## src/rtl/mod_regread_if.sv

```systemverilog
// Decode, writeback and execute-side handshake bundle for the operand-fetch stage.
// The stage itself is the slave; the decoder/writeback/execute harness is the master.
interface mod_regread_if #(
    parameter int IW = 4
);
    logic          dec_valid;
    logic          dec_ready;
    logic [7:0]    dec_opcode;
    logic          dec_twob;
    logic          dec_src1_en;
    logic [IW-1:0] dec_src1_idx;
    logic          dec_src2_en;
    logic [IW-1:0] dec_src2_idx;
    logic          dec_dst_en;
    logic [IW-1:0] dec_dst_idx;
    logic          dec_rsp_upd;
    logic [63:0]   dec_imm;

    logic          wb_valid;
    logic          wb_dst_en;
    logic [IW-1:0] wb_dst_idx;
    logic          wb_rsp_upd;
    logic [63:0]   wb_dst_data;

    logic          rr_valid;
    logic          rr_ready;
    logic [7:0]    rr_opcode;
    logic          rr_twob;
    logic          rr_dst_en;
    logic [IW-1:0] rr_dst_idx;
    logic          rr_rsp_upd;
    logic [63:0]   rr_imm;
    logic [63:0]   rr_op1;
    logic [63:0]   rr_op2;

    modport master (
        output dec_valid, dec_opcode, dec_twob, dec_src1_en, dec_src1_idx,
               dec_src2_en, dec_src2_idx, dec_dst_en, dec_dst_idx, dec_rsp_upd, dec_imm,
               wb_valid, wb_dst_en, wb_dst_idx, wb_rsp_upd, wb_dst_data, rr_ready,
        input  dec_ready, rr_valid, rr_opcode, rr_twob, rr_dst_en, rr_dst_idx,
               rr_rsp_upd, rr_imm, rr_op1, rr_op2
    );

    modport slave (
        input  dec_valid, dec_opcode, dec_twob, dec_src1_en, dec_src1_idx,
               dec_src2_en, dec_src2_idx, dec_dst_en, dec_dst_idx, dec_rsp_upd, dec_imm,
               wb_valid, wb_dst_en, wb_dst_idx, wb_rsp_upd, wb_dst_data, rr_ready,
        output dec_ready, rr_valid, rr_opcode, rr_twob, rr_dst_en, rr_dst_idx,
               rr_rsp_upd, rr_imm, rr_op1, rr_op2
    );
endinterface

```

## src/rtl/mod_regread.sv

```systemverilog
// Operand fetch with per-register RAW scoreboard; 1-cycle latency; decode stalls on hazard or full slot.
// Optional same-cycle writeback bypass is enabled by defining REGREAD_BYPASS_EN.
module mod_regread #(
    parameter int NREG    = 16,
    parameter int SB_W    = 2,
    parameter int RSP_IDX = 4
) (
    input  logic                  clk,
    input  logic                  reset,
    input  logic                  flush,
    input  logic [NREG-1:0][63:0] regfile,
    mod_regread_if.slave          bus,
    output logic                  sb_busy
);
    localparam int              IW     = $clog2(NREG);
    localparam int              CW     = SB_W + 2;
    localparam logic [IW-1:0]   RSP    = IW'(RSP_IDX);
    localparam logic [SB_W-1:0] SB_MAX = '1;

    logic [NREG-1:0][SB_W-1:0] sb_q, sb_d;
    logic                      sb_busy_q, sb_busy_d;
    logic                      rr_valid_q;
    logic [7:0]                rr_opcode_q;
    logic                      rr_twob_q, rr_dst_en_q, rr_rsp_upd_q;
    logic [IW-1:0]             rr_dst_idx_q;
    logic [63:0]               rr_imm_q, rr_op1_q, rr_op2_q;

    logic        slot_free, hazard, ovf, accept, byp1, byp2;
    logic [63:0] op1_d, op2_d;
    logic [1:0]  inc, dec;
    logic [CW-1:0] sum;

    always_comb begin
        byp1 = 1'b0;
        byp2 = 1'b0;
`ifdef REGREAD_BYPASS_EN
        // Only an explicit-destination retirement carries data; RSP-only retirement is never forwarded.
        byp1 = bus.wb_valid && bus.wb_dst_en && (bus.wb_dst_idx == bus.dec_src1_idx)
               && (sb_q[bus.dec_src1_idx] == SB_W'(1));
        byp2 = bus.wb_valid && bus.wb_dst_en && (bus.wb_dst_idx == bus.dec_src2_idx)
               && (sb_q[bus.dec_src2_idx] == SB_W'(1));
`endif
        slot_free = !rr_valid_q || bus.rr_ready;

        ovf = 1'b0;
        for (int r = 0; r < NREG; r++) begin
            inc = 2'(bus.dec_dst_en && (bus.dec_dst_idx == IW'(r)))
                + 2'(bus.dec_rsp_upd && (RSP == IW'(r)));
            sum = CW'(sb_q[r]) + CW'(inc);
            if (sum > CW'(SB_MAX)) ovf = 1'b1;
        end

        hazard = (bus.dec_src1_en && (sb_q[bus.dec_src1_idx] != '0) && !byp1)
              || (bus.dec_src2_en && (sb_q[bus.dec_src2_idx] != '0) && !byp2)
              || ovf;
        bus.dec_ready = slot_free && !hazard && !flush;
        accept        = bus.dec_valid && bus.dec_ready;

        op1_d = !bus.dec_src1_en ? 64'd0 : (byp1 ? bus.wb_dst_data : regfile[bus.dec_src1_idx]);
        op2_d = !bus.dec_src2_en ? 64'd0 : (byp2 ? bus.wb_dst_data : regfile[bus.dec_src2_idx]);

        // Net per-register change; a decrement below zero clamps at zero.
        sb_busy_d = 1'b0;
        for (int r = 0; r < NREG; r++) begin
            inc = accept ? 2'(bus.dec_dst_en && (bus.dec_dst_idx == IW'(r)))
                         + 2'(bus.dec_rsp_upd && (RSP == IW'(r))) : 2'd0;
            dec = bus.wb_valid ? 2'(bus.wb_dst_en && (bus.wb_dst_idx == IW'(r)))
                               + 2'(bus.wb_rsp_upd && (RSP == IW'(r))) : 2'd0;
            sum = CW'(sb_q[r]) + CW'(inc);
            if (flush)                  sb_d[r] = '0;
            else if (CW'(dec) > sum)    sb_d[r] = '0;
            else                        sb_d[r] = SB_W'(sum - CW'(dec));
            if (sb_d[r] != '0) sb_busy_d = 1'b1;
        end
    end

`ifndef REGREAD_BYPASS_EN
    logic unused_wb_data;
    assign unused_wb_data = ^bus.wb_dst_data;
`endif

    always_ff @(posedge clk) begin
        if (reset) begin
            sb_q          <= '0;
            sb_busy_q     <= 1'b0;
            rr_valid_q    <= 1'b0;
            rr_opcode_q   <= '0;
            rr_twob_q     <= 1'b0;
            rr_dst_en_q   <= 1'b0;
            rr_dst_idx_q  <= '0;
            rr_rsp_upd_q  <= 1'b0;
            rr_imm_q      <= '0;
            rr_op1_q      <= '0;
            rr_op2_q      <= '0;
        end else begin
            sb_q      <= sb_d;
            sb_busy_q <= sb_busy_d;
            if (flush) begin
                rr_valid_q <= 1'b0;
            end else if (accept) begin
                rr_valid_q   <= 1'b1;
                rr_opcode_q  <= bus.dec_opcode;
                rr_twob_q    <= bus.dec_twob;
                rr_dst_en_q  <= bus.dec_dst_en;
                rr_dst_idx_q <= bus.dec_dst_idx;
                rr_rsp_upd_q <= bus.dec_rsp_upd;
                rr_imm_q     <= bus.dec_imm;
                rr_op1_q     <= op1_d;
                rr_op2_q     <= op2_d;
            end else if (bus.rr_ready) begin
                rr_valid_q <= 1'b0;
            end
        end
    end

    assign bus.rr_valid   = rr_valid_q;
    assign bus.rr_opcode  = rr_opcode_q;
    assign bus.rr_twob    = rr_twob_q;
    assign bus.rr_dst_en  = rr_dst_en_q;
    assign bus.rr_dst_idx = rr_dst_idx_q;
    assign bus.rr_rsp_upd = rr_rsp_upd_q;
    assign bus.rr_imm     = rr_imm_q;
    assign bus.rr_op1     = rr_op1_q;
    assign bus.rr_op2     = rr_op2_q;
    assign sb_busy        = sb_busy_q;
endmodule
```

## src/flat_wrapper.sv

```systemverilog
// flat-port wrapper written by rule: the top's interface ports become plain ports
module mod_regread_flat 
#(
    parameter int NREG    = 16,
    parameter int SB_W    = 2,
    parameter int RSP_IDX = 4
)
  (clk, reset, flush, regfile, sb_busy, bus_dec_valid, bus_dec_opcode, bus_dec_twob, bus_dec_src1_en, bus_dec_src1_idx, bus_dec_src2_en, bus_dec_src2_idx, bus_dec_dst_en, bus_dec_dst_idx, bus_dec_rsp_upd, bus_dec_imm, bus_wb_valid, bus_wb_dst_en, bus_wb_dst_idx, bus_wb_rsp_upd, bus_wb_dst_data, bus_rr_ready, bus_dec_ready, bus_rr_valid, bus_rr_opcode, bus_rr_twob, bus_rr_dst_en, bus_rr_dst_idx, bus_rr_rsp_upd, bus_rr_imm, bus_rr_op1, bus_rr_op2);
  mod_regread_if bus_i ();
  input  logic clk;
  input  logic reset;
  input  logic flush;
  input  logic [NREG-1:0][63:0] regfile;
  output logic sb_busy;
  input wire logic [$bits(bus_i.dec_valid)-1:0] bus_dec_valid;
  input wire logic [$bits(bus_i.dec_opcode)-1:0] bus_dec_opcode;
  input wire logic [$bits(bus_i.dec_twob)-1:0] bus_dec_twob;
  input wire logic [$bits(bus_i.dec_src1_en)-1:0] bus_dec_src1_en;
  input wire logic [$bits(bus_i.dec_src1_idx)-1:0] bus_dec_src1_idx;
  input wire logic [$bits(bus_i.dec_src2_en)-1:0] bus_dec_src2_en;
  input wire logic [$bits(bus_i.dec_src2_idx)-1:0] bus_dec_src2_idx;
  input wire logic [$bits(bus_i.dec_dst_en)-1:0] bus_dec_dst_en;
  input wire logic [$bits(bus_i.dec_dst_idx)-1:0] bus_dec_dst_idx;
  input wire logic [$bits(bus_i.dec_rsp_upd)-1:0] bus_dec_rsp_upd;
  input wire logic [$bits(bus_i.dec_imm)-1:0] bus_dec_imm;
  input wire logic [$bits(bus_i.wb_valid)-1:0] bus_wb_valid;
  input wire logic [$bits(bus_i.wb_dst_en)-1:0] bus_wb_dst_en;
  input wire logic [$bits(bus_i.wb_dst_idx)-1:0] bus_wb_dst_idx;
  input wire logic [$bits(bus_i.wb_rsp_upd)-1:0] bus_wb_rsp_upd;
  input wire logic [$bits(bus_i.wb_dst_data)-1:0] bus_wb_dst_data;
  input wire logic [$bits(bus_i.rr_ready)-1:0] bus_rr_ready;
  output wire logic [$bits(bus_i.dec_ready)-1:0] bus_dec_ready;
  output wire logic [$bits(bus_i.rr_valid)-1:0] bus_rr_valid;
  output wire logic [$bits(bus_i.rr_opcode)-1:0] bus_rr_opcode;
  output wire logic [$bits(bus_i.rr_twob)-1:0] bus_rr_twob;
  output wire logic [$bits(bus_i.rr_dst_en)-1:0] bus_rr_dst_en;
  output wire logic [$bits(bus_i.rr_dst_idx)-1:0] bus_rr_dst_idx;
  output wire logic [$bits(bus_i.rr_rsp_upd)-1:0] bus_rr_rsp_upd;
  output wire logic [$bits(bus_i.rr_imm)-1:0] bus_rr_imm;
  output wire logic [$bits(bus_i.rr_op1)-1:0] bus_rr_op1;
  output wire logic [$bits(bus_i.rr_op2)-1:0] bus_rr_op2;
  assign bus_i.dec_valid = bus_dec_valid;
  assign bus_i.dec_opcode = bus_dec_opcode;
  assign bus_i.dec_twob = bus_dec_twob;
  assign bus_i.dec_src1_en = bus_dec_src1_en;
  assign bus_i.dec_src1_idx = bus_dec_src1_idx;
  assign bus_i.dec_src2_en = bus_dec_src2_en;
  assign bus_i.dec_src2_idx = bus_dec_src2_idx;
  assign bus_i.dec_dst_en = bus_dec_dst_en;
  assign bus_i.dec_dst_idx = bus_dec_dst_idx;
  assign bus_i.dec_rsp_upd = bus_dec_rsp_upd;
  assign bus_i.dec_imm = bus_dec_imm;
  assign bus_i.wb_valid = bus_wb_valid;
  assign bus_i.wb_dst_en = bus_wb_dst_en;
  assign bus_i.wb_dst_idx = bus_wb_dst_idx;
  assign bus_i.wb_rsp_upd = bus_wb_rsp_upd;
  assign bus_i.wb_dst_data = bus_wb_dst_data;
  assign bus_i.rr_ready = bus_rr_ready;
  assign bus_dec_ready = bus_i.dec_ready;
  assign bus_rr_valid = bus_i.rr_valid;
  assign bus_rr_opcode = bus_i.rr_opcode;
  assign bus_rr_twob = bus_i.rr_twob;
  assign bus_rr_dst_en = bus_i.rr_dst_en;
  assign bus_rr_dst_idx = bus_i.rr_dst_idx;
  assign bus_rr_rsp_upd = bus_i.rr_rsp_upd;
  assign bus_rr_imm = bus_i.rr_imm;
  assign bus_rr_op1 = bus_i.rr_op1;
  assign bus_rr_op2 = bus_i.rr_op2;
  mod_regread #(.NREG(NREG), .SB_W(SB_W), .RSP_IDX(RSP_IDX)) u_core (.clk(clk), .reset(reset), .flush(flush), .regfile(regfile), .bus(bus_i), .sb_busy(sb_busy));
endmodule
```

## config.mk

```make
export PLATFORM = sky130hd
export DESIGN_NAME = mod_regread_flat
export DESIGN_NICKNAME = d
export VERILOG_FILES = /design/src/rtl/mod_regread_if.sv /design/src/rtl/mod_regread.sv /design/src/flat_wrapper.sv
export SDC_FILE = /design/constraint.sdc
export NUM_CORES = 1
export LEC_CHECK = 0
export ABC_CLOCK_PERIOD_IN_PS = 6780
export BUFFER_PORTS_ARGS = -buffer_cell sky130_fd_sc_hd__buf_4
export CELL_PAD_IN_SITES_DETAIL_PLACEMENT = 1
export CELL_PAD_IN_SITES_GLOBAL_PLACEMENT = 1
export CORE_AREA = 2 2 549 551
export DETAILED_ROUTE_END_ITERATION = 8
export DIE_AREA = 0 0 551 553
export PLACE_DENSITY = 0.3
export SLEW_MARGIN = 0
export SYNTH_ARGS = -nofsm -noshare
export SYNTH_HDL_FRONTEND = slang
export SYNTH_SLANG_ARGS = --single-unit
```

## constraint.sdc

```tcl
create_clock -name clk -period 6.78 [get_ports clk]
set_clock_uncertainty 0.2 [all_clocks]
set_input_delay 1.356 -clock clk [delete_from_list [all_inputs] [get_ports clk]]
set_output_delay 1.356 -clock clk [all_outputs]
set_load 0.1 [all_outputs]
```

==> results.cfg <==
[setup_path]
crit-reg2reg-launch = u_core.sb_q[2]$_SDFF_PP0_
start_kind = input port
crit_path_end_kind = output pin
crit_required_ns = 5.22
critPathKind = input port to output pin
worst-r2r-cell-count = 15
reg2reg_slack_ns = 2.09
path_max_fanout = 9
worstPathArrival_ns = 4.30
reg2reg_to = u_core.sb_busy$_SDFF_PP0_

[floorplanning]
boundaryPins = 1399
coreArea_mm2 = 0.2988
rows = 201
die_w_um = 551
start_util = 0.09202
die_h_um = 553
dieArea_mm2 = 0.3047

[job]
maxCapViolCount = 0

[clocking]
postCtsSetupRepairBufs = 0
clk_path_buf_depth = 3
cts.sinks = 241
clk_pin_slew_worst_paths_ns = 0.05
cts_buffers = 43
clockRootBuffer = clkbuf_16
cts_tree = done
cts_resized = 0
cts_hold_buf = 0
h-tree-depth = 2
clk_latency_ns = 0.69

[route]
drt-initial-drc-count = 1531
ant_nets = 0
firstDrtPassIters = 5
viasPerCell = 3.617
drc_errors = 0
wl_per_cell_um = 33.45
routed_wirelength_um = 247800
vias = 26789

[pwr]
internal_power_mw = 4.234
seqPwrFrac = 0.223
p_per_area_mw_per_mm2 = 154.5
switching_share = 0.3740
p_switching_mw = 2.530
comb_power_share = 0.405
p_leak_nw = 16.40
power_frac_clock = 0.372
peakVddDrop_mv = 0.1616

[timing]
period_minus_slack_ns = 5.852
whs_ns = 0.2711
hold_violations = 0
fmax_mhz = 170.9
relSlewSlack = 0.1662
drv_slew = 0
setup_viol = 0
finalCritPeriodShare = 0.8631
tightest_slew_ns = 1.251
setup_tns_ns = 0
rsz0062_at_grt = no

[placement]
dpl.hpwl_um = 207400
gp_congestion = 0.8326
placed_cell_area_mm2 = 0.04213
placed_cells = 7274
portBuffers = 1334

[grt]
grt_pass1_wl_um = 314700
grt_max_degree = 145
grt-ovfl-total = 0
grt_antenna_before_repair = 151
grtUsageTotal = 0.1572
grt_pass1_vias = 28948

[synth]
seq_area_frac_synth = 0.1755
synthCells = 2147
syn-num-nets = 3419
ys_ff_latch = 241
ys_warn_count = 0
synth_edf_count = 0
async_flop_share = 0
ys.flop_type = dfxtp_1
syn_avg_cell_area_um2 = 12.81
synth_area_mm2 = 0.02749
synth.distinct_cells = 50

[layout]
fin_area_mm2 = 0.04378
multi_input_area_mm2 = 0.02147
seqCellArea_mm2 = 0.004825
num-nets-final = 4633
fin_cells = 7406
drive_above_1_share = 0.6228
final_common_cell = buf_4
syn_to_final_growth_pct = 59.24
final_cell_mix = 1371 x buf_4, 648 x mux4_2, 310 x nand2b_1, 241 x dfxtp_1, 208 x mux2i_1
nFillCells = 34466

[hold_path]
hp-class = register to register
holdPathStages = 2
hold_path_startpoint = u_core.bus.rr_op2[60]$_SDFFE_PP0P_
hold_path_end = u_core.bus.rr_op2[60]$_SDFFE_PP0P_

[run_status]
status = finished clean
kinds of logic (layout without fill, tap and decap cells):
logic type,Yosys count,in the layout,synth area share
AOI/OAI and AO/OA,49,49,0.01083
xor gates and xnor gates,5,5,0.001593
adders and majority gates,83,83,0.03804
buffers and inverters,290,1536,0.04451
DFF,241,241,0.1755
muxes,858,858,0.6074
other,0,55,0
and+or+nand+nor,621,621,0.1222
state kept, by name, indices dropped and copies added (netlist names):
name / flops
u_core.bus.rr_twob: 1
u_core.bus.rr_op1: 64
u_core.sb_busy: 1
u_core.bus.rr_dst_idx: 4
u_core.bus.rr_op2: 64
u_core.bus.rr_dst_en: 1
u_core.bus.rr_rsp_upd: 1
u_core.bus.rr_opcode: 8
u_core.bus.rr_valid: 1
u_core.sb_q: 32
u_core.bus.rr_imm: 64
critical path: stages:
cell and delay, ns:
buf_4 0.13, nand3b_1 0.23, nor3_1 0.20, ha_1 0.20, ha_1 0.22, nand3_1 0.09
nand3_1 0.09, a31o_2 0.22, or4_4 0.52, or3_1 0.41, buf_4 0.21, inv_1 0.09
buf_4 0.30
metrics by stage:
step / setup WS [ns] / power [mW] / utilization
after floorplan: 1.009 / 3.041 / -
after global placement: 0.4781 / 4.326 / 0.1410
after detailed placement: 0.4115 / 4.342 / 0.1410
after CTS: 0.9228 / 6.993 / 0.1461
after global routing: 0.7905 / 7.084 / 0.1463
final: 0.9280 / 6.763 / 0.1465
power by group through the flow:
stage | clock network, mW | registers, mW | logic, mW
global route | 2.69 | 1.52 | 2.88
global placement | 0 | 1.54 | 2.79
detailed placement | 0 | 1.54 | 2.80
finish | 2.51 | 1.51 | 2.74
floorplan | 0 | 1.94 | 1.10
CTS | 2.68 | 1.51 | 2.81
routing by layer:
metal	vias up	global-route usage	wire length, um
met2	1253	0.2758	123900
met5	-	0	616
li1	11100	-	-
met1	14004	0.1729	92920
met4	96	0.05351	8411
met3	336	0.05813	21890
synth_stat cells, types with 24 or more instances:
cell	instances	area, um2
a21oi_1	24	120.1
buf_1	41	153.9
buf_2	30	150.1
clkbuf_1	126	473.0
dfxtp_1	241	4825
ha_1	82	1026
inv_1	69	259.0
mux2i_1	208	2082
mux4_2	648	14590
nand2_1	153	574.3
nand2b_1	310	1939
nor2_1	52	195.2
nor3_1	35	175.2
cell type report:
class	instances	share of cell area
Antenna cell	55	0.003144
Clock buffer	65	0.02875
Multi-Input combinational cell	1616	0.4903
Tap cell	3958	0.1131
Clock inverter	12	0.005830
Inverter	69	0.006030
Sequential cell	241	0.1102
Timing Repair Buffer	1390	0.2426
worst max-delay path by stage:
stage | start | endpoint | cells after the start
finish | bus_dec_dst_idx[3] | bus_dec_ready | 13
floorplan | bus_dec_dst_idx[3] | bus_dec_ready | 12
CTS | bus_dec_dst_idx[3] | bus_dec_ready | 13
detailed placement | bus_dec_dst_idx[3] | u_core.sb_busy$_SDFF_PP0_ | 20
global placement | bus_dec_dst_idx[3] | u_core.sb_busy$_SDFF_PP0_ | 20
global route | bus_dec_dst_idx[3] | bus_dec_ready | 13
(Power assumes the default switching activity.)
